File: src/rtl/stopwatch_bcd_core.sv
// Parametrised BCD stopwatch/timer core: NF two-digit BCD fields, field 0 is
// seconds. Lower fields count 00..59 and the top field counts 00..TOP_MAX.
// Supports up/down counting, per-field adjust, preload with sanitising,
// countdown-done and a lap-freeze display register.
//
// state | meaning
// ------+---------------------------------------------------------------
// STOP  | count held, waiting for pause_tgl (start) or load
// RUN   | count steps on every tick_run, up or down depending on dir
// ADJ   | adj held high; tick_adj steps field sel without carry/borrow
// DONE  | countdown expired; count held at zero until pause_tgl or load
module stopwatch_bcd_core #(
   parameter int NF      = 2,
   parameter int TOP_MAX = 99,
   parameter int SELW    = 2
) (
   input  logic            clk,
   input  logic            rst,
   input  logic            tick_run,
   input  logic            tick_adj,
   input  logic            pause_tgl,
   input  logic            adj,
   input  logic [SELW-1:0] sel,
   input  logic            dir,
   input  logic            load,
   input  logic [8*NF-1:0] load_val,
   input  logic            lap,
   output logic [8*NF-1:0] count,
   output logic [8*NF-1:0] disp,
   output logic            running,
   output logic            lap_hold,
   output logic            wrap,
   output logic            done
);

   localparam int W = 8*NF;
   localparam logic [7:0] TOP_MAX_BCD = 8'(((TOP_MAX / 10) << 4) | (TOP_MAX % 10));

   typedef enum logic [1:0] {ST_STOP, ST_RUN, ST_ADJ, ST_DONE} state_t;

   state_t         state_q, state_d;
   logic [W-1:0]   count_q, count_d;
   logic [W-1:0]   disp_q, disp_d;
   logic           lap_hold_q, lap_hold_d;
   logic           wrap_q, wrap_d;
   logic           done_q, done_d;

   // BCD maximum of field i: 59 for the base-60 fields, TOP_MAX for the top one.
   function automatic logic [7:0] field_max(input int i);
      return (i == NF-1) ? TOP_MAX_BCD : 8'h59;
   endfunction

   // Increment within 0..mx; returns 0 when already at mx.
   function automatic logic [7:0] bcd_inc(input logic [7:0] v, input logic [7:0] mx);
      if (v == mx)
         return 8'h00;
      if (v[3:0] == 4'd9)
         return {v[7:4] + 4'd1, 4'd0};
      return {v[7:4], v[3:0] + 4'd1};
   endfunction

   // Decrement within 0..mx; returns mx when already at 0.
   function automatic logic [7:0] bcd_dec(input logic [7:0] v, input logic [7:0] mx);
      if (v == 8'h00)
         return mx;
      if (v[3:0] == 4'd0)
         return {v[7:4] - 4'd1, 4'd9};
      return {v[7:4], v[3:0] - 4'd1};
   endfunction

   // Non-BCD digits or out-of-range values saturate to the field maximum.
   // For valid BCD, a plain unsigned compare orders values correctly.
   function automatic logic [7:0] bcd_sanitise(input logic [7:0] v, input logic [7:0] mx);
      if (v[7:4] > 4'd9 || v[3:0] > 4'd9)
         return mx;
      if (v > mx)
         return mx;
      return v;
   endfunction

   // Next-state, count and one-cycle pulse logic, in priority order adj > load > pause > tick.
   always_comb begin
      logic       cy;
      logic [7:0] fld;
      state_d = state_q;
      count_d = count_q;
      wrap_d  = 1'b0;
      done_d  = 1'b0;
      cy      = 1'b1;
      fld     = 8'h00;

      if (adj) begin
         state_d = ST_ADJ;
         if (state_q == ST_ADJ && tick_adj) begin
            for (int i = 0; i < NF; i++) begin
               if (int'(sel) == i) begin
                  count_d[8*i +: 8] = dir ? bcd_dec(count_q[8*i +: 8], field_max(i))
                                          : bcd_inc(count_q[8*i +: 8], field_max(i));
               end
            end
         end
      end else if (state_q == ST_ADJ) begin
         state_d = ST_STOP;
      end else if (load && (state_q == ST_STOP || state_q == ST_DONE)) begin
         for (int i = 0; i < NF; i++)
            count_d[8*i +: 8] = bcd_sanitise(load_val[8*i +: 8], field_max(i));
         state_d = ST_STOP;
      end else if (pause_tgl) begin
         case (state_q)
            ST_STOP: state_d = ST_RUN;
            ST_RUN:  state_d = ST_STOP;
            ST_DONE: state_d = ST_STOP;
            default: state_d = state_q;
         endcase
      end else if (tick_run && state_q == ST_RUN) begin
         if (!dir) begin
            for (int i = 0; i < NF; i++) begin
               if (cy) begin
                  fld = count_q[8*i +: 8];
                  count_d[8*i +: 8] = bcd_inc(fld, field_max(i));
                  cy = (fld == field_max(i));
               end
            end
            // Carry out of the top field means every field was at its max.
            wrap_d = cy;
         end else if (count_q == '0) begin
            state_d = ST_DONE;
            done_d  = 1'b1;
         end else begin
            for (int i = 0; i < NF; i++) begin
               if (cy) begin
                  fld = count_q[8*i +: 8];
                  count_d[8*i +: 8] = bcd_dec(fld, field_max(i));
                  cy = (fld == 8'h00);
               end
            end
         end
      end
   end

   // Lap toggle and display capture; the display freezes while lap_hold is set.
   always_comb begin
      lap_hold_d = lap ? ~lap_hold_q : lap_hold_q;
      disp_d     = lap_hold_q ? disp_q : count_q;
   end

   // All state registers, cleared asynchronously by rst.
   always_ff @(posedge clk or posedge rst) begin
      if (rst) begin
         state_q    <= ST_STOP;
         count_q    <= '0;
         disp_q     <= '0;
         lap_hold_q <= 1'b0;
         wrap_q     <= 1'b0;
         done_q     <= 1'b0;
      end else begin
         state_q    <= state_d;
         count_q    <= count_d;
         disp_q     <= disp_d;
         lap_hold_q <= lap_hold_d;
         wrap_q     <= wrap_d;
         done_q     <= done_d;
      end
   end

   assign count    = count_q;
   assign disp     = disp_q;
   assign running  = (state_q == ST_RUN);
   assign lap_hold = lap_hold_q;
   assign wrap     = wrap_q;
   assign done     = done_q;

endmodule

File: config.mk
export PLATFORM = sky130hd
export DESIGN_NAME = stopwatch_bcd_core
export DESIGN_NICKNAME = d
export VERILOG_FILES = /design/src/rtl/stopwatch_bcd_core.sv
export SDC_FILE = /design/constraint.sdc
export NUM_CORES = 1
export LEC_CHECK = 0
export BUFFER_PORTS_ARGS = -buffer_cell sky130_fd_sc_hd__buf_4
export CAP_MARGIN = 25
export CORE_MARGIN = 2
export CORE_UTILIZATION = 40
export DETAILED_ROUTE_END_ITERATION = 12
export PLACE_DENSITY = 0.63
export SLEW_MARGIN = 20
export SYNTH_ARGS = -nofsm -noshare
export SYNTH_HDL_FRONTEND = slang
export SYNTH_SLANG_ARGS = --single-unit
File: constraint.sdc
create_clock -name clk -period 3.82 [get_ports clk]
set_input_delay 0.382 -clock clk [delete_from_list [all_inputs] [get_ports clk]]
set_output_delay 0.382 -clock clk [all_outputs]
set_load 0.02 [all_outputs]
==> impl_metrics.json <==
{
  "synth_edf_count": 0,
  "status": "complete, no violations",
  "yosysTopAreaCellShare_pct": 35.9,
  "max_freq_mhz": 406,
  "critPathKind": "reg2reg",
  "track_usage_pct": 18.2,
  "netlist_area_um2": 2580,
  "rows": 29,
  "hpwl_mm": 4.73,
  "fin_skew_ns": 0.0107,
  "syn_inst": 275,
  "peakVddDrop_mv": 0.369,
  "min_period_ns": 2.46,
  "path_cells": "inv_1, ha_1, nor3b_4, nand4_2, a31oi_2, or2_1, mux2_4",
  "r2r_start": "count[0]",
  "fin_crit_sh_pct": 64.5,
  "cpMaxStageDelayCell": "dfrtp_1",
  "crit_path_start_kind": "flip-flop",
  "nNetsFinal": 377,
  "cts_root_buf": "clkbuf_8",
  "clock_latency_ns": 0.29,
  "top_level_ports": 63,
  "area_growth_syn_to_layout_pct": 23.1,
  "gp_congestion": 0.861,
  "synthTopCellsByCount": "37 x dfrtp_1, 27 x nand2_1, 26 x o21ai_0",
  "synth_flop_cell": "dfrtp_1",
  "initial_core_util_pct": 41.1,
  "layout-drive-gt1-share_pct": 29.7,
  "grt.overflow.total": 0,
  "finalSetupViolations": 0,
  "tightest_slew_ns": 0.918,
  "grt_max_degree": 28,
  "dr.first_iter.drc_count": 84,
  "cts_hold_buf": 0,
  "final_core_util_pct": 50.6,
  "drv_slew": 0,
  "grt_pass1_vias": 2131,
  "hold_start": "lap",
  "max_stage_delay_ns": 0.49,
  "cpLargestDelayFamily": "simple AND/OR/NAND/NOR gates",
  "synth.most_common_cell": "dfrtp_1",
  "htreeDepth": 2,
  "p_leak_nw": 1.48,
  "syn_avg_cell_area_um2": 9.38,
  "antenna_found_initial": 0,
  "vias_per_cell": 5.50,
  "cp.arrival_ns": 2.63,
  "fill_cells": 630,
  "core_um2": 6280,
  "tns_ns": 0,
  "n_antenna_cell": 0,
  "remaining_drc_errors": 0,
  "finalHoldViolCount": 0,
  "clock_sinks": 37,
  "wl_per_cell_um": 15.6,
  "seq_area_um2": 926,
  "die_x_um": 84.3,
  "dr.pass1.iters": 4,
  "relSlewSlack_pct": 38.8,
  "cts_inserted_buffers": 5,
  "vias": 2257,
  "yosys-top-cells-area": "dfrtp_1 36%, ha_1 8.2%, o21ai_0 5.0%, nand2_1 3.9%, mux2_2 3.5%",
  "ys_seq_area_share_pct": 35.9,
  "worstPathRequired_ns": 3.98,
  "hold_class": "in2reg",
  "synth_area_leader_cell": "dfrtp_1",
  "cts_setup_buffers": 0,
  "synth_warnings": 0,
  "crit_path_end_kind": "flip-flop",
  "crit_path_start": "count[0]",
  "ys_seq_elements": 37,
  "grt_pass1_wl_mm": 10.6,
  "maxCapViolations": 0,
  "powerDensity_nw_per_um2": 744,
  "synth.distinct_cells": 65,
  "async_reset_ff_share_pct": 100,
  "die_area_um2": 7100,
  "cts_max_path_buffers": 2,
  "tritoncts": "done",
  "ant_nets": 0,
  "rsz0062_at_grt": "false",
  "critPathMaxFanout": 8,
  "cp_num_buf_inv": 1,
  "synth_nets": 319,
  "path_clk_slew_ns": 0.07,
  "numPortBuffers": 62,
  "cts-resized-gates": 0,
  "wl_mm": 6.40,
  "multi_input_area_um2": 1530,
  "die_h_um": 84.3
}
==> path summary, 6_finish.rpt <==
| check | endpoint | cells past startpoint | slack [ns] |
|---|---|---|---|
| hold / removal | lap_hold | 2 | 0.27 |
| hold reg to reg | disp[4] | 2 | 0.49 |
| setup reg to reg | count[10] | 7 | 1.36 |
| max in group asynchronous | disp[0] | 3 | 2.78 |
| min in group asynchronous | disp[12] | 2 | 0.28 |
| setup / recovery | count[10] | 7 | 1.36 |
==> layout make-up <==
type,count,share of cell area [%]
flip-flops and latches,37,29.2
clock buffers,7,2.72
inverters,16,1.89
repair buffers,64,15.1
well taps,77,3.03
multi-input cells,209,48.1
==> cells by family after synthesis <==
logic type	synth area share, %
simple gates	21.5
compound gates	19.6
flops	35.9
buf+inv	4.90
mux	9.17
fa+ha+maj	8.25
xor+xnor	0.679
==> per-layer routing <==
metal / vias to the layer above / routed length (µm) / GRT usage [%]
met2: 53 / 2990 / 28.1
met3: 2 / 283 / 3.34
met1: 1084 / 3090 / 26.3
li1: 1118 / - / -
met4: 0 / 34 / 4.69
met5: - / 0 / 0
==> flip-flops by register name (all words and copies together) (netlist names) <==
signal / count
count: 16
disp: 16
state_q: 2
done: 1
lap_hold: 1
wrap: 1
==> cell usage in the layout, fill, tap and decap left out, types with 7 or more instances in the layout <==
cell,netlist,layout
a21oi_1,14,14
buf_4,0,64
dfrtp_1,37,37
ha_1,17,17
inv_1,16,16
mux2_2,8,8
nand2_1,27,27
nand3_1,7,7
nor2_1,13,13
nor3_1,8,8
o21ai_0,26,26
==> report_power, final <==
part | total, mW | switching [mW] | internal [mW]
sequential | 0.815 | 0.268 | 0.547
clock | 0.281 | 0.138 | 0.143
combinational | 1.27 | 0.680 | 0.586
total | 2.36 | 1.09 | 1.28
==> metrics by stage <==
step / setup slack (ns) / area, µm² / cells / hold slack, ns / power [mW]
2_1_floorplan: 1.61 / 2580 / 275 / 0.469 / 1.63
3_3_place_gp: 1.41 / 3090 / 403 / 0.469 / 2.07
3_5_place_dp: 1.37 / 3090 / 403 / 0.477 / 2.09
4_1_cts: 1.36 / 3180 / 410 / 0.259 / 2.38
5_1_grt: 1.18 / 3180 / 410 / 0.254 / 2.55
6_report: 1.36 / 3180 / 410 / 0.267 / 2.36
No activity file was read; power rests on OpenSTA's default activity.
